`src/rtl/xcel_pkg.sv`:
```
// Shared types and AXI constants for the OFM writeback engine.
package xcel_pkg;

  typedef enum logic [2:0] {IDLE, AW, W, B, DONE} wb_state_e;

  localparam logic [2:0] AXI_SIZE_4B    = 3'b010;
  localparam logic [1:0] AXI_BURST_INCR = 2'b01;
  localparam logic [1:0] AXI_RESP_OKAY  = 2'b00;

  localparam int WB_FIFO_DEPTH = 4;

endpackage

```
`src/rtl/xcel_ofm_writeback_if.sv`:
```
// AXI4 write channels (AW, W, B) between the writeback engine and the memory fabric.
interface xcel_ofm_writeback_if;
  logic        awvalid;
  logic        awready;
  logic [31:0] awaddr;
  logic [7:0]  awlen;
  logic [2:0]  awsize;
  logic [1:0]  awburst;
  logic        wvalid;
  logic        wready;
  logic [31:0] wdata;
  logic [3:0]  wstrb;
  logic        wlast;
  logic        bvalid;
  logic        bready;
  logic [1:0]  bresp;

  modport master (
    output awvalid, awaddr, awlen, awsize, awburst,
    input  awready,
    output wvalid, wdata, wstrb, wlast,
    input  wready,
    input  bvalid, bresp,
    output bready
  );

  modport slave (
    input  awvalid, awaddr, awlen, awsize, awburst,
    output awready,
    input  wvalid, wdata, wstrb, wlast,
    output wready,
    output bvalid, bresp,
    input  bready
  );
endinterface

```
`src/rtl/xcel_wb_fifo.sv`:
```
// 4-deep, 32-bit synchronous prefetch FIFO with show-ahead head word.
module xcel_wb_fifo
  import xcel_pkg::*;
(
  input  logic        clk,
  input  logic        rst,
  input  logic        push,
  input  logic [31:0] din,
  input  logic        pop,
  output logic [31:0] dout,
  output logic        full,
  output logic        empty,
  output logic [2:0]  count
);

  logic [31:0] mem_q [WB_FIFO_DEPTH];
  logic [31:0] mem_d [WB_FIFO_DEPTH];
  logic [1:0]  wr_ptr_q, wr_ptr_d;
  logic [1:0]  rd_ptr_q, rd_ptr_d;
  logic [2:0]  cnt_q, cnt_d;
  logic        do_push, do_pop;

  assign full    = (cnt_q == 3'(WB_FIFO_DEPTH));
  assign empty   = (cnt_q == 3'd0);
  assign count   = cnt_q;
  assign dout    = mem_q[rd_ptr_q];
  assign do_push = push && !full;
  assign do_pop  = pop && !empty;

  always_comb begin
    mem_d    = mem_q;
    wr_ptr_d = wr_ptr_q;
    rd_ptr_d = rd_ptr_q;
    cnt_d    = cnt_q;
    if (do_push) begin
      mem_d[wr_ptr_q] = din;
      wr_ptr_d        = wr_ptr_q + 2'd1;
    end
    if (do_pop) rd_ptr_d = rd_ptr_q + 2'd1;
    case ({do_push, do_pop})
      2'b10:   cnt_d = cnt_q + 3'd1;
      2'b01:   cnt_d = cnt_q - 3'd1;
      default: cnt_d = cnt_q;
    endcase
  end

  always_ff @(posedge clk) begin
    mem_q <= mem_d;
    if (rst) begin
      wr_ptr_q <= '0;
      rd_ptr_q <= '0;
      cnt_q    <= '0;
    end else begin
      wr_ptr_q <= wr_ptr_d;
      rd_ptr_q <= rd_ptr_d;
      cnt_q    <= cnt_d;
    end
  end

endmodule

```
`src/rtl/xcel_ofm_writeback.sv`:
```
// Streams OFM words from BRAM to DDR as AXI4 INCR write bursts via a 4-deep prefetch FIFO.
// Optional: define XCEL_WB_RELU_EN to zero negative words on the write data path.
module xcel_ofm_writeback
  import xcel_pkg::*;
#(
  parameter int OFM_AWIDTH = 13,
  parameter int BURST_LEN  = 16
) (
  input  logic                  clk,
  input  logic                  rst,
  input  logic                  start,
  output logic                  idle,
  output logic                  done,
  output logic                  err,
  input  logic [31:0]           ofm_ddr_addr,
  input  logic [31:0]           ofm_len,
  output logic [OFM_AWIDTH-1:0] ofm_addr,
  input  logic [31:0]           ofm_dout,
  xcel_ofm_writeback_if.master  axi
);

  wb_state_e   state_q, state_d;
  logic [31:0] base_q, base_d;
  logic [31:0] len_q, len_d;
  logic [31:0] rd_cnt_q, rd_cnt_d;
  logic [31:0] issued_q, issued_d;
  logic [8:0]  beats_q, beats_d;
  logic [8:0]  beat_cnt_q, beat_cnt_d;
  logic        err_q, err_d;
  logic        inflight_q, inflight_d;

  logic [31:0] remaining;
  logic [8:0]  cur_beats;
  logic        rd_en, w_fire;
  logic [31:0] fifo_dout;
  logic        fifo_full, fifo_empty;
  logic [2:0]  fifo_count;

  assign remaining = len_q - issued_q;
  assign cur_beats = (remaining < 32'(BURST_LEN)) ? remaining[8:0] : 9'(BURST_LEN);

  // Reads in flight are counted so a late BRAM word always has a FIFO slot.
  assign rd_en  = (state_q != IDLE) && (rd_cnt_q < len_q) &&
                  ((fifo_count + {2'b00, inflight_q}) < 3'(WB_FIFO_DEPTH));
  assign w_fire = axi.wvalid && axi.wready;

  xcel_wb_fifo u_fifo (
    .clk   (clk),
    .rst   (rst),
    .push  (inflight_q),
    .din   (ofm_dout),
    .pop   (w_fire),
    .dout  (fifo_dout),
    .full  (fifo_full),
    .empty (fifo_empty),
    .count (fifo_count)
  );

  assign idle     = (state_q == IDLE);
  assign done     = (state_q == DONE);
  assign err      = err_q;
  assign ofm_addr = rd_cnt_q[OFM_AWIDTH-1:0];

  assign axi.awvalid = (state_q == AW);
  assign axi.awaddr  = base_q + (issued_q << 2);
  assign axi.awlen   = 8'(cur_beats - 9'd1);
  assign axi.awsize  = AXI_SIZE_4B;
  assign axi.awburst = AXI_BURST_INCR;
  assign axi.wvalid  = (state_q == W) && !fifo_empty;
  assign axi.wstrb   = 4'hF;
  assign axi.wlast   = (state_q == W) && (beat_cnt_q == beats_q - 9'd1);
  assign axi.bready  = (state_q == B);

`ifdef XCEL_WB_RELU_EN
  assign axi.wdata = fifo_dout[31] ? 32'h0 : fifo_dout;
`else
  assign axi.wdata = fifo_dout;
`endif

  always_comb begin
    state_d    = state_q;
    base_d     = base_q;
    len_d      = len_q;
    rd_cnt_d   = rd_en ? rd_cnt_q + 32'd1 : rd_cnt_q;
    issued_d   = issued_q;
    beats_d    = beats_q;
    beat_cnt_d = beat_cnt_q;
    err_d      = err_q;
    inflight_d = rd_en;
    case (state_q)
      IDLE: if (start) begin
        base_d   = ofm_ddr_addr & ~32'h3F;
        len_d    = ofm_len;
        rd_cnt_d = '0;
        issued_d = '0;
        err_d    = 1'b0;
        state_d  = (ofm_len == 32'd0) ? DONE : AW;
      end
      AW: if (axi.awready) begin
        beats_d    = cur_beats;
        beat_cnt_d = '0;
        issued_d   = issued_q + 32'(cur_beats);
        state_d    = W;
      end
      W: if (w_fire) begin
        beat_cnt_d = beat_cnt_q + 9'd1;
        if (axi.wlast) state_d = B;
      end
      B: if (axi.bvalid) begin
        if (axi.bresp != AXI_RESP_OKAY) err_d = 1'b1;
        state_d = (issued_q < len_q) ? AW : DONE;
      end
      DONE:    state_d = IDLE;
      default: state_d = IDLE;
    endcase
  end

  always_ff @(posedge clk) begin
    if (rst) begin
      state_q    <= IDLE;
      base_q     <= '0;
      len_q      <= '0;
      rd_cnt_q   <= '0;
      issued_q   <= '0;
      beats_q    <= '0;
      beat_cnt_q <= '0;
      err_q      <= 1'b0;
      inflight_q <= 1'b0;
    end else begin
      state_q    <= state_d;
      base_q     <= base_d;
      len_q      <= len_d;
      rd_cnt_q   <= rd_cnt_d;
      issued_q   <= issued_d;
      beats_q    <= beats_d;
      beat_cnt_q <= beat_cnt_d;
      err_q      <= err_d;
      inflight_q <= inflight_d;
    end
  end

endmodule

```
`src/flat_wrapper.sv`:
```
// flat-port wrapper written by rule: the top's interface ports become plain ports
module xcel_ofm_writeback_flat import xcel_pkg::*;
#(
  parameter int OFM_AWIDTH = 13,
  parameter int BURST_LEN  = 16
)
  (clk, rst, start, idle, done, err, ofm_ddr_addr, ofm_len, ofm_addr, ofm_dout, axi_awvalid, axi_awaddr, axi_awlen, axi_awsize, axi_awburst, axi_awready, axi_wvalid, axi_wdata, axi_wstrb, axi_wlast, axi_wready, axi_bvalid, axi_bresp, axi_bready);
  xcel_ofm_writeback_if axi_i ();
  input  logic clk;
  input  logic rst;
  input  logic start;
  output logic idle;
  output logic done;
  output logic err;
  input  logic [31:0] ofm_ddr_addr;
  input  logic [31:0] ofm_len;
  output logic [OFM_AWIDTH-1:0] ofm_addr;
  input  logic [31:0] ofm_dout;
  output wire logic [$bits(axi_i.awvalid)-1:0] axi_awvalid;
  output wire logic [$bits(axi_i.awaddr)-1:0] axi_awaddr;
  output wire logic [$bits(axi_i.awlen)-1:0] axi_awlen;
  output wire logic [$bits(axi_i.awsize)-1:0] axi_awsize;
  output wire logic [$bits(axi_i.awburst)-1:0] axi_awburst;
  input wire logic [$bits(axi_i.awready)-1:0] axi_awready;
  output wire logic [$bits(axi_i.wvalid)-1:0] axi_wvalid;
  output wire logic [$bits(axi_i.wdata)-1:0] axi_wdata;
  output wire logic [$bits(axi_i.wstrb)-1:0] axi_wstrb;
  output wire logic [$bits(axi_i.wlast)-1:0] axi_wlast;
  input wire logic [$bits(axi_i.wready)-1:0] axi_wready;
  input wire logic [$bits(axi_i.bvalid)-1:0] axi_bvalid;
  input wire logic [$bits(axi_i.bresp)-1:0] axi_bresp;
  output wire logic [$bits(axi_i.bready)-1:0] axi_bready;
  assign axi_awvalid = axi_i.awvalid;
  assign axi_awaddr = axi_i.awaddr;
  assign axi_awlen = axi_i.awlen;
  assign axi_awsize = axi_i.awsize;
  assign axi_awburst = axi_i.awburst;
  assign axi_i.awready = axi_awready;
  assign axi_wvalid = axi_i.wvalid;
  assign axi_wdata = axi_i.wdata;
  assign axi_wstrb = axi_i.wstrb;
  assign axi_wlast = axi_i.wlast;
  assign axi_i.wready = axi_wready;
  assign axi_i.bvalid = axi_bvalid;
  assign axi_i.bresp = axi_bresp;
  assign axi_bready = axi_i.bready;
  xcel_ofm_writeback #(.OFM_AWIDTH(OFM_AWIDTH), .BURST_LEN(BURST_LEN)) u_core (.clk(clk), .rst(rst), .start(start), .idle(idle), .done(done), .err(err), .ofm_ddr_addr(ofm_ddr_addr), .ofm_len(ofm_len), .ofm_addr(ofm_addr), .ofm_dout(ofm_dout), .axi(axi_i));
endmodule
```
`config.mk`:
```
export PLATFORM = sky130hd
export DESIGN_NAME = xcel_ofm_writeback_flat
export DESIGN_NICKNAME = d
export VERILOG_FILES = /design/src/rtl/xcel_pkg.sv /design/src/rtl/xcel_ofm_writeback_if.sv /design/src/rtl/xcel_wb_fifo.sv /design/src/rtl/xcel_ofm_writeback.sv /design/src/flat_wrapper.sv
export SDC_FILE = /design/constraint.sdc
export NUM_CORES = 1
export LEC_CHECK = 0
export ABC_CLOCK_PERIOD_IN_PS = 6000
export BUFFER_PORTS_ARGS = -buffer_cell sky130_fd_sc_hd__buf_2
export CORE_MARGIN = 10
export CORE_UTILIZATION = 61
export CTS_BUF_LIST = sky130_fd_sc_hd__clkbuf_4 sky130_fd_sc_hd__clkbuf_8
export DETAILED_ROUTE_END_ITERATION = 6
export HOLD_SLACK_MARGIN = 0.03
export PLACE_DENSITY = 0.9
export SETUP_SLACK_MARGIN = 0.1
export SYNTH_ARGS = -nofsm -noshare
export SYNTH_HDL_FRONTEND = slang
export SYNTH_HIERARCHICAL = 1
export SYNTH_SLANG_ARGS = --single-unit
```
`constraint.sdc`:
```
create_clock -name clk -period 6 [get_ports clk]
set_input_delay 1.2 -clock clk [delete_from_list [all_inputs] [get_ports clk]]
set_output_delay 1.2 -clock clk [all_outputs]
set_load 0.02 [all_outputs]
```
==> impl_metrics.toml <==
[global_route]
first_global_vias = 14044
grt_max_degree = 101
gr-total-overflow = 0
use_met2 = 0.4695
met3_usage = 0.06469
antenna_found_initial = 3
grt_usage = 0.2784
grt-busiest-layer = "met2"
grt.met1_usage = 0.3264
grt_pass1_wl_um = 75420

[sta]
slew_headroom = 0.1777
fmax_mhz = 174.5
finalCritPeriodShare = 0.9550
setup_tns_ps = 0
finalHoldViolations = 0
finClkSkew_ps = 24.13
worst_pin_slew_ps = 1229
min_period_ps = 5730
setup_viol = 0
slew_violations = 0
rsz0062_at_grt = "no"

[power_and_ir_drop]
pwr-share-comb = 0.254
clockPowerShare = 0.329
leakagePower_nw = 7.661
p_sw_mw = 1.674
p_per_area_mw_per_mm2 = 277.8
netSwitchingFraction = 0.3229
power.internal_mw = 3.511
finalPower_mw = 5.184
p_seq_frac = 0.417
peakVddDrop_mv = 0.2568

[clock_network]
cts.clk_slew.worst_paths_ps = 60
cts_tree = "built"
cts_buffers = 45
clkLatencyLatePin_ps = 580
numClockSinks = 280
cts_htree_levels = 2
root_buffer = "clkbuf_8"
clock_path_buffers = 3

[critical_path]
path_delay_family = "compound AO/OA/AOI/OAI gates"
worstSetupStartpointType = "flip-flop"
cp.required_ps = 4800
path_buf_inv = 5
worstPathCellList = "inv_2 -> ha_2 -> a21oi_4 -> o21a_1 -> nor3b_1 -> nand3_1 -> a31oi_4 -> xnor2_1 -> a2111o_1 -> nor4_4 -> and2_4 -> inv_2 -> nor2_4 -> buf_6 -> inv_2 -> ha_4 -> nand2_1 -> nor3_1 -> o21bai_4 -> buf_6"
critical-path-slowest-cell = "dfxtp_1"
critical_path_arrival_ps = 4530
slowest_delay_ps = 380
cpMostUsedCell = "inv_2"
cp-end-kind = "primary output"
path_max_fanout = 8
worstSetupPathType = "reg2out"

[detailed_routing]
ant_nets = 0
post_drt_wl_per_cell_um = 21.60
firstDrtPassIters = 7
drc = 13
vias_per_cell = 6.272
vias = 14226
dr.first_iter.drc_count = 1610
wl_um = 48980

[logic_synthesis]
synth_largest_area_cell = "edfxtp_1"
synth_edf_count = 128
syn_area_per_cell_um2 = 9.467
synth-seq-cells = 280
ys_types = 81
synth-async-reset-ratio = 0
seq_area_frac_synth = 0.4287
synth_most_common_cell = "nand2_1"
synth_common_cells = "nand2_1 (253), a21oi_1 (153), dfxtp_1 (152), edfxtp_1 (128), inv_1 (112)"
synth_top_flop_cell = "dfxtp_1"
synth_area_mm2 = 0.01607
ys_warn_count = 6
synthTopCellsByArea = "edfxtp_1 (24%), dfxtp_1 (19%), ha_1 (8.2%)"
synth_top_cell_area_share = 0.2393
synthCells = 1697

[die]
die_x_um = 182.3
die_area_mm2 = 0.03323
start_util = 0.6183
die_h_um = 182.3
core-area_mm2 = 0.02598
num_rows = 59
ios = 205

[outcome]
violations = "DRC"
status = "finished with violations"

[place]
gp_congestion = 0.9577
dp.final_hpwl_um = 35450
io_buffers = 187

[cells_and_area]
syn2layout_area_growth_pct = 16.14
layout.nets = 2106
drive_gt1_frac = 0.2098

[min_path]
hold_path_class = "reg2reg"

[flow_run]
drv_cap = 0
-- worst register-to-register path: stages, from the launching register on --
cell      delay [ps]
dfxtp_1          380
inv_2            100
ha_2             350
a21oi_4          220
o21a_1           190
nor3b_1          230
nand3_1          230
a31oi_4          280
xnor2_1          130
a2111o_1         370
nor4_4           290
and2_4           220
inv_2             60
nor2_4           130
and2_1           160
fa_1             200
a21o_1           120
a21oi_1           90
o21ai_0          220
a21oi_1          140
o21bai_1         130
a21o_1           160
a21oi_1           80
nor4_1           340
and3_1           320
nand4_1          140
xnor2_1          150
nor2_1            50
-- worst paths after layout --
check	cells past startpoint	start	to	slack, ps
setup / recovery	20	u_core/issued_q[20]	axi_awlen[4]	270
hold / removal	2	u_core/err	u_core/err	450
setup reg to reg	27	u_core/issued_q[20]	u_core/issued_q[26]	390
hold reg to reg	2	u_core/err	u_core/err	450
-- power groups by stage --
stage / Sequential (mW) / Combinational (mW) / Clock [mW]
global placement: 2.19 / 1.15 / 0
finish: 2.16 / 1.32 / 1.71
floorplan: 2.16 / 0.829 / 0
detailed placement: 2.19 / 1.17 / 0
CTS: 2.16 / 1.21 / 1.71
global route: 2.17 / 1.42 / 1.80
-- stage by stage --
stage	cells	util	worst slack, ps	hold slack (ps)	instance area (um2)
2_1_floorplan	1710	-	456.4	440.6	16110
3_3_place_gp	2174	0.6644	257.3	439.2	17260
3_5_place_dp	2174	0.6644	232.9	445.4	17260
4_1_cts	2258	0.7046	115.8	453.4	18310
5_1_grt	2266	0.7179	0.2323	467.5	18650
6_report	2268	0.7181	269.7	448.7	18660
-- cells in the final DEF (no fill, tap or decap), types with 10 or more instances in the layout --
| master | netlist | layout |
|---|---|---|
| buf_2 | 7 | 185 |
| xor2_1 | 29 | 29 |
| and2_1 | 16 | 16 |
| nand4_1 | 41 | 41 |
| nor4_1 | 20 | 18 |
| mux2i_1 | 18 | 18 |
| clkbuf_8 | 0 | 51 |
| ha_1 | 105 | 86 |
| nand2_1 | 253 | 252 |
| inv_1 | 112 | 106 |
| or3_1 | 26 | 26 |
| conb_1 | 2 | 15 |
| nor2_1 | 110 | 108 |
| xnor2_1 | 56 | 56 |
| nand2b_1 | 21 | 21 |
| o21ai_0 | 55 | 50 |
| ha_4 | 0 | 12 |
| mux4_1 | 26 | 26 |
| buf_4 | 28 | 46 |
| and3_1 | 12 | 11 |
| a21o_1 | 28 | 28 |
| o211ai_1 | 13 | 13 |
| dfxtp_1 | 152 | 142 |
| edfxtp_1 | 128 | 128 |
| a21oi_1 | 153 | 147 |
| nand3_1 | 36 | 36 |
| clkbuf_4 | 0 | 16 |
| nor2b_1 | 10 | 10 |
| dfxtp_2 | 0 | 10 |
| nor3_1 | 32 | 30 |
-- cell type report --
cell class / count / area, um2
multi-input cells: 1220 / 8663
clock buffers: 67 / 822.0
diodes: 3 / 7.507
fillers: 1744 / 7326
well taps: 335 / 419.2
flip-flops and latches: 280 / 6899
inverters: 112 / 420.4
repair buffers: 234 / 1305
clock inverters: 17 / 122.6
-- state kept, by name, indices dropped and copies added (netlist names), 3 cells and up --
| name | cells |
|---|---|
| u_core/base_q | 26 |
| u_core/beat_cnt_q | 9 |
| u_core/beats_q | 9 |
| u_core/issued_q | 32 |
| u_core/len_q | 32 |
| u_core/rd_cnt_q | 32 |
| u_core/state_q | 3 |
| u_core/u_fifo/count | 3 |
| u_core/u_fifo/mem_q | 128 |
-- cell families after synthesis --
group           Yosys count  synth area share
mux                      52           0.06355
other cells               2         0.0004675
fa+ha+maj               109           0.08676
flops                   280            0.4287
compound gates          347            0.1343
buf+inv                 210           0.05857
simple gates            612            0.1813
xor+xnor                 85           0.04634
-- metal layers --
layer	vias to the layer above	wire (um)
met5	-	13
li1	6490	-
met4	2	2568
met1	6676	17940
met3	195	4944
met2	863	23520
-- timing repair --
| item | in CTS | in global routing |
|---|---|---|
| pin swaps | 10 | 22 |
| setup buffers | 0 | 7 |
| hold buffers | 0 | 0 |
| endpoints found under the setup margin | 4 | 21 |
| resized for setup | 28 | 66 |
| cloned | 0 | 0 |
Power figures use the tool's default switching activity.
